==> src/rtl/button_debouncer.sv <==
// Per-channel push-button debouncer: 2-flop synchronizer, strobe-counted stability filter, registered edge pulses.
// Latency: 2 clk sync + STABLE_TICKS sample strobes to button_db; press/release pulses one clk after button_db moves.
module button_debouncer #(
    parameter int N_BUTTONS    = 5,
    parameter int STABLE_TICKS = 10,
    parameter int CNT_W        = 4
) (
    input  logic                 clk,
    input  logic                 reset,
    input  logic                 sample_en,
    input  logic [N_BUTTONS-1:0] button_in,
    output logic [N_BUTTONS-1:0] button_db,
    output logic [N_BUTTONS-1:0] button_press,
    output logic [N_BUTTONS-1:0] button_release,
    output logic                 any_press
);

    localparam logic [CNT_W-1:0] LAST_CNT = CNT_W'(STABLE_TICKS - 1);

    logic [N_BUTTONS-1:0] sync1_q, sync2_q;
    logic [N_BUTTONS-1:0] db_q, db_d;
    logic [N_BUTTONS-1:0] prev_q;
    logic [N_BUTTONS-1:0] press_q, release_q;
    logic [CNT_W-1:0]     cnt_q [N_BUTTONS];
    logic [CNT_W-1:0]     cnt_d [N_BUTTONS];

    // Counter only advances while the synchronized level disagrees; it is
    // cleared when it reaches LAST_CNT, so it can never wrap.
    always_comb begin
        db_d = db_q;
        for (int i = 0; i < N_BUTTONS; i++) begin
            cnt_d[i] = cnt_q[i];
            if (sample_en) begin
                if (sync2_q[i] != db_q[i]) begin
                    if (cnt_q[i] == LAST_CNT) begin
                        db_d[i]  = sync2_q[i];
                        cnt_d[i] = '0;
                    end else begin
                        cnt_d[i] = cnt_q[i] + CNT_W'(1);
                    end
                end else begin
                    cnt_d[i] = '0;
                end
            end
        end
    end

    always_ff @(posedge clk or posedge reset) begin
        if (reset) begin
            sync1_q   <= '0;
            sync2_q   <= '0;
            db_q      <= '0;
            prev_q    <= '0;
            press_q   <= '0;
            release_q <= '0;
            for (int i = 0; i < N_BUTTONS; i++) begin
                cnt_q[i] <= '0;
            end
        end else begin
            sync1_q   <= button_in;
            sync2_q   <= sync1_q;
            db_q      <= db_d;
            prev_q    <= db_q;
            press_q   <= db_q & ~prev_q;
            release_q <= ~db_q & prev_q;
            for (int i = 0; i < N_BUTTONS; i++) begin
                cnt_q[i] <= cnt_d[i];
            end
        end
    end

    assign button_db      = db_q;
    assign button_press   = press_q;
    assign button_release = release_q;
    assign any_press      = |press_q;

endmodule

==> config.mk <==
export PLATFORM = sky130hd
export DESIGN_NAME = button_debouncer
export DESIGN_NICKNAME = d
export VERILOG_FILES = /design/src/rtl/button_debouncer.sv
export SDC_FILE = /design/constraint.sdc
export NUM_CORES = 1
export LEC_CHECK = 0
export ABC_CLOCK_PERIOD_IN_PS = 1800
export BUFFER_PORTS_ARGS = -buffer_cell sky130_fd_sc_hd__buf_2
export CAP_MARGIN = 20
export CORE_ASPECT_RATIO = 1.75
export CORE_MARGIN = 4
export CORE_UTILIZATION = 40
export CTS_CLUSTER_SIZE = 12
export DETAILED_ROUTE_END_ITERATION = 8
export GPL_ROUTABILITY_DRIVEN = 0
export PLACE_DENSITY = 0.65
export SLEW_MARGIN = 20
export SYNTH_ARGS = -nofsm -noshare
export SYNTH_HDL_FRONTEND = slang
export SYNTH_SLANG_ARGS = --single-unit
==> constraint.sdc <==
create_clock -name clk -period 1.8 [get_ports clk]
set_input_delay 0.27 -clock clk [delete_from_list [all_inputs] [get_ports clk]]
set_output_delay 0.27 -clock clk [all_outputs]
set_load 0.005 [all_outputs]
**Word level (Yosys, flattened, before mapping)**

Cells that the tools add are included.

- Divide/modulo/power cells: 0
- Reduce and logical (&&, ||, !) cells: 6
- Order comparisons: 0
- Muxes and demuxes: 10
- Equality and inequality tests: 10
- Multiply operators: 0
- Add/subtract/negate cells: 5
- Shift operators: 0
- Bitwise operators: 4

Operator list:

| kind | count |
|---|---|
| $mux 4 | 10 |
| $add 4x1->4 const B | 5 |
| $eq 4x4->1 const B | 5 |
| $reduce_and 3->1 | 5 |
| $and 5x5->5 | 2 |
| $not 5->5 | 2 |
| $ne 1x1->1 | 5 |
| $reduce_or 5->1 | 1 |

- Bits in read-only memories: 0
- Bits in latches: 0
- Logic and storage cells: 50
- Input bits: 8
- Memories kept: 0
- RAM bits: 0
- Register bits: 50

**Longest topological paths before layout**

Gate-level depths: netlist of run 1.

- Word-level depth: 3
- Gate-level depth with buffers: 5
- Mapped depth without buffers: 5

**Worst setup path before layout of run 1**

No wires, ideal clock.

- Path kind: register to register
- Start point: register cnt_q[9] (netlist bit)
- End point: register cnt_q[9] (netlist bit)
- Cell stages (with the launch flop): 6
- Data arrival time: 1027 ps
- Setup time: 142 ps
- Slack: 631 ps
- Cell sequence: dfrtp_1 -> inv_1 -> ha_1 -> nand2_1 -> o211ai_1 -> o22ai_1

- Cells in the longest elaborated chain, start to end: 3
- Elaborated cells between the ends (all ways): 4
- Classes of those cells: add/sub: 1; eq/ne: 1; mux: 2

Ends and longest elaborated chain:

| item | RTL line | text |
|---|---|---|
| start, declared | 24 | `logic [CNT_W-1:0] cnt_q [N_BUTTONS];` |
| start signal, assigned by index | 67 | `cnt_q[i] <= cnt_d[i];` |
| $add 4x1->4 or $eq 4x4->1 (tied branches) | 39, 35 |  |
| $mux 4 (*) | 35 | `if (cnt_q[i] == LAST_CNT) begin` |
| $mux 4 (*) | 34 | `if (sync2_q[i] != db_q[i]) begin` |

Mark *: on every way between the ends. The rest lies on a longest branch, timed or not.
A chain may end at the register's enable or synchronous reset.

**Final worst setup path of run 1**

- Start point: register press_q[1] (netlist: button_press[1])
- End point: output port any_press

- Cells in the longest elaborated chain, start to end: 1

Ends and longest elaborated chain:

| item | RTL line | text |
|---|---|---|
| start, declared | 23 | `logic [N_BUTTONS-1:0] press_q, release_q;` |
| start signal, assigned | 64 | `press_q <= db_q & ~prev_q;` |
| $reduce_or 5->1 | 75 | `assign any_press = \|press_q;` |
| end, declared | 15 | `output logic any_press` |

No other way between the ends.

==> results.py, run 1 <==
metrics = {
    "outcome": {
        "outcome": "finished, final reports clean",
    },
    "timing": {
        "drv_slew": 0,
        "timing.fmax_ghz": 0.645,
        "fin_skew_ns": 0.00781,
        "tns_ns": 0,
        "slew_headroom_pct": 70.1,
        "setup_viol": 0,
        "worst_pin_slew_ns": 0.447,
        "rsz0062_at_grt": "no",
        "post-route-min-period_ns": 1.55,
        "post-route-period-util_pct": 86.1,
        "hold_viol_final": 0,
    },
    "clock_network": {
        "htreeDepth": 2,
        "cts_tree": "yes",
        "cts_max_path_buffers": 2,
        "cts_buffers": 5,
        "post_cts_resized": 0,
        "cts-root-buf": "clkbuf_8",
        "worstSkewPairLatency_ns": 0.30,
        "clock-sinks": 50,
        "path_clk_slew_ns": 0.09,
    },
    "routing": {
        "via_per_inst": 5.27,
        "routed_wirelength_um": 3440,
        "num_vias": 1364,
        "drt_iter0_markers": 27,
        "final_antenna_net_count": 0,
        "post_drt_wl_per_cell_um": 13.3,
        "first_pass_iters": 4,
        "drc_errors": 0,
    },
    "finish": {
        "regArea_sq_mm": 0.00125,
        "multi_input_area_sq_um": 762,
        "fillers": 474,
        "fin_nets": 220,
        "syn_to_final_growth_pct": 14.5,
        "layout-drive-gt1-share_pct": 21.5,
        "fin_util_pct": 47.7,
        "diodes": 0,
    },
    "logic_synthesis": {
        "ys_warn_count": 0,
        "yosys.area_share.simple_pct": 13.2,
        "synth_top_area_share_pct": 59.3,
        "yosysTopAreaCell": "dfrtp_1",
        "yosysSeqAreaShare_pct": 59.3,
        "synth_edf_count": 0,
        "synthXorXnorAreaFrac_pct": 2.85,
        "synth_compound_area_share_pct": 10.8,
        "synth.distinct_cells": 32,
        "synth.cell_area_sq_mm": 0.00211,
        "synthTopCellsByArea": "dfrtp_1 59%, ha_1 4.7%, inv_1 3.6%",
        "synth.avg_cell_area_sq_um": 12.1,
        "synth_ff_type": "dfrtp_1",
        "synthArstFlopShare_pct": 100,
        "synth_nets": 190,
        "synth_fa_ha_area_share_pct": 4.75,
        "synth_top_family_by_area": "simple AND/OR/NAND/NOR gates",
        "synthCells": 174,
        "muxShareOfSynthArea_pct": 4.57,
        "ys_seq_elements": 50,
    },
    "floorplanning": {
        "pin_count": 24,
        "die_y_um": 104,
        "die_x_um": 62.9,
        "initial_utilization_pct": 41.6,
        "rows": 34,
        "core-area_sq_mm": 0.00506,
        "dieArea_sq_mm": 0.00654,
    },
    "placed_design": {
        "portBuffers": 23,
        "hpwlAfterDp_um": 2510,
    },
    "worst_setup_path": {
        "end_kind": "output port",
        "cp-start-kind": "flop",
        "crit_fanout": 2,
        "arrival_ns": 1.28,
        "cp.required_ns": 1.53,
        "critPathKind": "reg2out",
    },
    "power": {
        "switching_share_pct": 28.4,
        "power_frac_seq_pct": 53.2,
        "ir_worst_vdd_mv": 0.416,
        "cellPowerDensity_mw_per_mm2": 1140,
        "p_total_mw": 2.76,
        "p_int_mw": 1.98,
        "p_sw_mw": 0.785,
        "p_comb_share_pct": 18.7,
        "leakage_nw": 1.17,
        "power_frac_clock_pct": 28.1,
    },
    "min_path": {
        "hold_class": "in2reg",
    },
    "global_route": {
        "antenna_found_initial": 0,
        "grt_first_pass_wirelength_um": 6230,
        "grt_overflow": 0,
        "grt_max_degree": 26,
        "grt.total_usage_pct": 11.8,
        "grt_pass1_vias": 1405,
    },
    "run": {
        "cap_violations": 0,
    },
}
[area by class of cell]
class,instances,share of cell area (%)
Clock inverter,2,1.56
Clock buffer,6,3.01
Timing Repair Buffer,27,6.12
Inverter,20,3.11
Tap cell,54,2.80
Multi-Input combinational cell,100,31.6
Sequential cell,50,51.8
[placed cells by master, fill, tap and decap left out, drive strengths merged]
cell type    synthesis  final
clkbuf               0      6
o21ai                5      5
and2b                3      3
dlygate4sd3          0      1
and3                 3      3
nand3                2      2
a311o                1      1
inv                 20     20
xnor2                1      1
a211oi               1      1
and4b                1      1
nand3b               1      1
dfrtp               50     50
o22ai                9      9
mux2i                4      4
nand4b               2      2
o311ai               3      3
nor2                 1      1
o2111ai              1      1
xor2                 5      5
ha                   8      8
nor2b                9      9
a22o                 1      1
mux2                 5      5
o211ai               4      4
nand4                7      7
nand2b               5      5
a21boi               3      3
clkinvlp             0      1
nand2               11     11
bufinv               0      1
a21oi                1      1
buf                  4     26
nor3                 3      3
[worst max-delay path, stage by stage (launching register included)]
cell and delay, ns:
dfrtp_1 0.39, nor3_1 0.37, nand2_1 0.09, buf_2 0.13
[state kept, by name, summed over array words and instances (netlist names)]
register        cells
cnt_q              20
sync2_q             5
button_db           5
button_press        5
sync1_q             5
prev_q              5
button_release      5
[cell families (layout without fill, tap and decap cells)]
logic type	count (synthesis)	in the layout
AO/OA/AOI/OAI	29	29
XOR/XNOR	6	6
adder cells (fa/ha/maj)	8	8
buffers and inverters	24	55
flip-flops	50	50
multiplexers	9	9
AND/OR/NAND/NOR	48	48
[Yosys cell counts, types with 2 or more instances]
cell,instances
nor2b_1,9
nand2b_1,5
nand4b_1,2
mux2i_1,4
o311ai_2,3
nand4_1,7
ha_1,8
nand2_1,11
nor3_1,3
nand3_1,2
and3_1,3
xor2_1,4
a21boi_0,3
o21ai_0,5
dfrtp_1,50
mux2_2,5
inv_1,20
o22ai_1,9
o211ai_1,3
and2b_1,3
buf_2,4
[routing by layer]
layer / up-vias / track usage [%] / wire [um]
met5: - / 0 / 0
met4: 0 / 5.69 / 52
met2: 11 / 22.1 / 1990
met3: 5 / 1.95 / 78
li1: 655 / - / -
met1: 693 / 12.4 / 1320
[power groups by stage]
stage,sequential (mW),clock (mW),combinational (mW)
6_report,1.47,0.775,0.517
5_1_grt,1.51,0.844,0.601
4_1_cts,1.47,0.804,0.532
3_5_place_dp,1.49,0,0.529
3_3_place_gp,1.49,0,0.519
2_1_floorplan,1.47,0,0.350
[through the flow]
| stage | setup WS (ns) | cells | area [sq um] | hold WS [ns] |
|---|---|---|---|---|
| 6_report | 0.250 | 259 | 2410 | 0.0751 |
| 5_1_grt | 0.0848 | 259 | 2410 | 0.0570 |
| 4_1_cts | 0.149 | 259 | 2410 | 0.0607 |
| 3_5_place_dp | 0.395 | 250 | 2290 | 0.311 |
| 3_3_place_gp | 0.396 | 250 | 2290 | 0.311 |
| 2_1_floorplan | 0.329 | 174 | 2110 | 0.301 |
[what timing repair did]
| item | in CTS | in global routing |
|---|---|---|
| setup buffers | 0 | 0 |
| hold endpoints to repair | 21 | 0 |
| hold buffers | 1 | 0 |
[path summary, 6_finish.rpt]
| kind | start | endpoint | slack (ns) | cells past startpoint |
|---|---|---|---|---|
| setup / recovery | button_press[1] | any_press | 0.25 | 3 |
| hold / removal | button_in[2] | sync1_q[2] | 0.08 | 1 |
| setup reg to reg | button_db[3] | cnt_q[7] | 0.48 | 3 |
| hold reg to reg | sync1_q[4] | sync2_q[4] | 0.35 | 0 |
| max in group asynchronous | reset | button_db[0] | 0.72 | 4 |
| min in group asynchronous | reset | cnt_q[8] | 0.52 | 3 |
Power figures use the tool's default switching activity.
==> run 2: changes to the inputs <==
Settings changed: CORE_UTILIZATION 40 to 50, PLACE_DENSITY 0.65 to 0.77.
==> run 2 against run 1 <==
Against the previous run: non-clock buffer count shrank 1; sequential power is essentially flat; combinational power grew 1%; die area shrank 18%; highest routed layer unchanged; largest cell class unchanged.
==> results.py, run 2 (same netlist as run 1, synthesis figures left out) <==
metrics = {
    "outcome": {
        "outcome": "finished, final reports clean",
    },
    "worst_setup_path": {
        "end_kind": "output port",
        "cp_slowest_cell": "dfrtp_1",
        "worst_path_largest_cell_delay_ns": 0.38,
        "path_cells": "nor3_1 -> nand2_1 -> buf_2",
        "cp.required_ns": 1.53,
        "critPathKind": "reg2out",
        "cp-start-kind": "flop",
        "ff2ff_path_depth": 5,
        "arrival_ns": 1.27,
        "cp_num_buf_inv": 1,
        "crit_fanout": 2,
        "crit_cells": 3,
        "crit_family": "simple AND/OR/NAND/NOR gates",
        "rrSetupSlack_ns": 0.46,
    },
    "floorplanning": {
        "initial_utilization_pct": 51.3,
        "dieArea_sq_mm": 0.00536,
        "die_y_um": 93.9,
        "pin_count": 24,
        "core-area_sq_mm": 0.00411,
        "die_x_um": 57.1,
        "rows": 31,
    },
    "finish": {
        "fin_util_pct": 57.9,
        "fin_nets": 219,
        "layout_common_cells": "50 x dfrtp_1, 23 x buf_2, 19 x inv_1",
        "final_cells": 253,
        "fillers": 362,
        "diodes": 0,
        "largest_reg_flops": 20,
        "largest-register": "cnt_q",
        "layout_commonest_cell": "dfrtp_1",
        "layout-drive-gt1-share_pct": 22.1,
        "syn_to_final_growth_pct": 13.0,
    },
    "global_route": {
        "grt.total_usage_pct": 14.6,
        "antenna_found_initial": 0,
        "met1_usage_pct": 14.7,
        "use_met2_pct": 26.6,
        "grt_first_pass_wirelength_um": 5910,
        "grt_pass1_vias": 1375,
        "met3_usage_pct": 3.16,
        "grt_max_degree": 51,
        "grt-busiest-layer": "met2",
        "grt_overflow": 0,
    },
    "timing": {
        "setup_slack_ns": 0.262,
        "tns_ns": 0,
        "setup_viol": 0,
        "timing.fmax_ghz": 0.650,
        "drv_slew": 0,
        "slew_headroom_pct": 60.2,
        "post-route-min-period_ns": 1.54,
        "hold_viol_final": 0,
        "post-route-period-util_pct": 85.5,
        "worst_pin_slew_ns": 0.596,
        "rsz0062_at_grt": "no",
        "fin_skew_ns": 0.00564,
    },
    "power": {
        "cellPowerDensity_mw_per_mm2": 1120,
        "leakage_nw": 1.16,
        "p_total_mw": 2.67,
        "ir_worst_vdd_mv": 0.610,
    },
    "clock_network": {
        "clock-sinks": 50,
        "ctsHoldBuffers": 0,
        "cts_buffers": 5,
        "htreeDepth": 2,
        "cts_tree": "yes",
        "cts-root-buf": "clkbuf_8",
        "post_cts_resized": 0,
        "path_clk_slew_ns": 0.09,
        "worstSkewPairLatency_ns": 0.30,
        "cts_max_path_buffers": 2,
        "cts_setup_buffers": 0,
    },
    "routing": {
        "via_per_inst": 5.35,
        "final_antenna_net_count": 0,
        "drt_iter0_markers": 8,
        "num_vias": 1354,
        "drc_errors": 0,
        "routed_wirelength_um": 3460,
        "post_drt_wl_per_cell_um": 13.7,
        "first_pass_iters": 5,
    },
    "placed_design": {
        "hpwlAfterDp_um": 2520,
        "portBuffers": 23,
        "dp_slack_ns": 0.432,
        "place_inst": 245,
    },
    "min_path": {
        "hold_class": "in2reg",
        "min_delay_path_depth": 1,
    },
    "run": {
        "cap_violations": 0,
    },
}
==> run 2: cell types whose count changed in the layout (fill, tap and decap cells not counted) <==
cell	before	now
bufinv_16	1	0
clkbuf_1	1	0
clkbuf_8	5	6
clkinv_2	0	1
dlygate4sd3_1	1	0
==> run 2: power by group <==
group | total [mW] | internal, mW | switching, mW
combinational | 0.523 | 0.254 | 0.269
sequential | 1.48 | 1.31 | 0.168
clock | 0.670 | 0.309 | 0.361
==> run 2: through the flow <==
| stage | instance area, sq um | hold slack, ns |
|---|---|---|
| global route | 2380 | 0.0487 |
| floorplan | 2110 | 0.301 |
| detailed placement | 2290 | 0.341 |
| finish | 2380 | 0.0651 |
| CTS | 2380 | 0.0548 |
| global placement | 2290 | 0.337 |
==> run 2: final timing paths <==
| path | start | end |
|---|---|---|
| min in group asynchronous | reset | button_release[2] |
| worst max-delay path | button_press[1] | any_press |
| worst min-delay path | button_in[2] | sync1_q[2] |
| worst max register to register | cnt_q[9] | cnt_q[9] |
| worst min register to register | sync1_q[3] | sync2_q[3] |
| max in group asynchronous | reset | sync2_q[1] |
==> run 2: cell type report <==
class	instances	area, sq um	share of cell area (%)
multi-input cells	100	762	32.0
inverters	20	75.1	3.15
clock buffers	6	82.6	3.47
repair buffers	26	138	5.78
flip-flops and latches	50	1250	52.5
clock inverters	2	12.5	0.525
well taps	49	61.3	2.57
==> run 2: per-layer routing <==
layer	wire length (um)	vias up	share of wire (%)
met2	2020	13	58
met3	69	7	2.0
li1	-	663	-
met5	0	-	0
met4	114	0	3.3
met1	1260	671	36
==> run 2: worst register-to-register path: stages (launching register included) <==
cell,delay (ns)
dfrtp_1,0.40
inv_1,0.08
ha_1,0.16
nand2_1,0.06
o211ai_1,0.35
o22ai_1,0.15
==> run 3: changes to the inputs <==
Settings changed: ABC_CLOCK_PERIOD_IN_PS 1800 to 1590.
Clock period 1.8 ns to 1.59 ns, I/O delays scaled along.
==> run 3 against run 2 <==
Against the previous run: sequential cell count did not move; count of clock-buffer cells in the layout fell by 1; largest power group unchanged; first-iteration DRC count rose to 2.6 times the previous value; via count fell by 2.1%; routed wire length fell by 3.0%; cell area rose by 2.7%; critical path type unchanged; setup slack got worse by 0.15 ns; register-to-register slack got worse by 0.20 ns; non-clock buffer count rose by 1; critical endpoint unchanged.
==> results.py, run 3 (same netlist as run 1, synthesis figures left out) <==
metrics = {
    "floorplanning": {
        "initial_utilization_pct": 51.3,
        "die_x_um": 57.1,
        "dieArea_sq_mm": 0.00536,
        "rows": 31,
        "die_y_um": 93.9,
        "core-area_sq_mm": 0.00411,
        "pin_count": 24,
    },
    "worst_setup_path": {
        "ff2ff_path_depth": 3,
        "cp.required_ns": 1.35,
        "startpoint": "button_press[1]",
        "end_kind": "output port",
        "crit_fanout": 2,
        "critPathKind": "reg2out",
        "r2r_start": "button_db[2]",
        "rrSetupSlack_ns": 0.26,
        "cp-start-kind": "flop",
        "r2r-end": "cnt_q[11]",
        "arrival_ns": 1.24,
    },
    "routing": {
        "drt_iter0_markers": 21,
        "post_drt_wl_per_cell_um": 13.2,
        "routed_wirelength_um": 3360,
        "drc_errors": 0,
        "first_pass_iters": 4,
        "num_vias": 1325,
        "final_antenna_net_count": 0,
        "via_per_inst": 5.22,
    },
    "clock_network": {
        "path_clk_slew_ns": 0.09,
        "cts_max_path_buffers": 2,
        "htreeDepth": 2,
        "cts_setup_buffers": 0,
        "worstSkewPairLatency_ns": 0.30,
        "clock-sinks": 50,
        "cts_buffers": 5,
        "cts-root-buf": "clkbuf_8",
        "cts_tree": "yes",
    },
    "global_route": {
        "grt_pass1_vias": 1322,
        "grt_overflow": 0,
        "grt_first_pass_wirelength_um": 5770,
        "antenna_found_initial": 0,
        "grt_max_degree": 35,
        "grt.total_usage_pct": 14.0,
    },
    "finish": {
        "layout-drive-gt1-share_pct": 22.0,
        "multi_input_area_sq_um": 762,
        "fillers": 354,
        "largest-register": "cnt_q",
        "largest_reg_flops": 20,
        "layout_commonest_cell": "dfrtp_1",
        "layout_common_cells": "50 x dfrtp_1, 23 x buf_2, 19 x inv_1",
        "fin_nets": 220,
        "diodes": 0,
        "regArea_sq_mm": 0.00125,
        "syn_to_final_growth_pct": 16.1,
    },
    "timing": {
        "setup_viol": 0,
        "hold_viol_final": 0,
        "fin_skew_ns": 0.00353,
        "tns_ns": 0,
        "rsz0062_at_grt": "no",
        "post-route-min-period_ns": 1.48,
        "slew_headroom_pct": 73.1,
        "drv_slew": 0,
        "worst_pin_slew_ns": 0.402,
        "hold-worst-slack_ns": 0.0412,
        "post-route-period-util_pct": 93.0,
        "setup_slack_ns": 0.111,
        "timing.fmax_ghz": 0.676,
    },
    "power": {
        "ir_worst_vdd_mv": 0.971,
        "p_total_mw": 3.31,
        "cellPowerDensity_mw_per_mm2": 1350,
        "leakage_nw": 1.19,
    },
    "min_path": {
        "min_delay_path_depth": 1,
        "min_from": "button_in[0]",
        "holdPathEnd": "sync1_q[0]",
        "hold_class": "in2reg",
    },
    "run": {
        "cap_violations": 0,
    },
    "outcome": {
        "outcome": "finished, final reports clean",
    },
    "placed_design": {
        "portBuffers": 23,
        "dp_slack_ns": 0.237,
        "hpwlAfterDp_um": 2440,
    },
}
[run 3: cell count changes in the layout (fill, tap and decap cells not counted), sizes merged]
| cell | change |
|---|---|
| clkbuf | -1 |
| clkinvlp | -1 |
| bufinv | +2 |
| dlygate4sd3 | +1 |
[run 3: worst max-delay path by stage]
stage,to,slack (ns),cells past startpoint
after floorplan,button_db[0],0.15,1
after global placement,cnt_q[11],0.29,3
after detailed placement,cnt_q[11],0.24,3
after CTS,any_press,0.01,3
after global routing,any_press,0.03,3
final,any_press,0.11,3
[run 3: per-layer routing]
| layer | track usage, % | share of wire [%] |
|---|---|---|
| met2 | 25.6 | 56 |
| met4 | 7.16 | 2.7 |
| met3 | 2.89 | 1.5 |
| met1 | 14.6 | 40 |
| met5 | 0 | 0 |
[run 3: layout make-up]
type,instances,share of cell area [%]
Clock inverter,3,2.81
Clock buffer,5,2.81
Sequential cell,50,51.1
Multi-Input combinational cell,100,31.1
Timing Repair Buffer,27,6.54
Inverter,20,3.07
Tap cell,49,2.51
[run 3: report_power, final]
part           switching (mW)  total, mW  leakage [nW]  internal (mW)
registers               0.188       1.67         0.656           1.48
logic                   0.299      0.591         0.467          0.291
clock network           0.421       1.05        0.0683          0.630
total                   0.908       3.31          1.19           2.40
[run 3: through the flow]
step	instance area [sq um]	util, %	std cells
global route	2450	59.5	254
global placement	2300	55.9	245
CTS	2450	59.5	254
floorplan	2110	-	174
finish	2450	59.5	254
detailed placement	2300	55.9	245
[run 3: worst max-delay path: stages, from the launching register on]
cell and delay (ns):
dfrtp_1 0.39, nor3_1 0.33, nand2_1 0.09, buf_2 0.13
[run 3: what timing repair did]
item,in CTS,in global routing
endpoints found under the hold margin,16,0
hold buffers,1,0
gates resized for setup,0,0
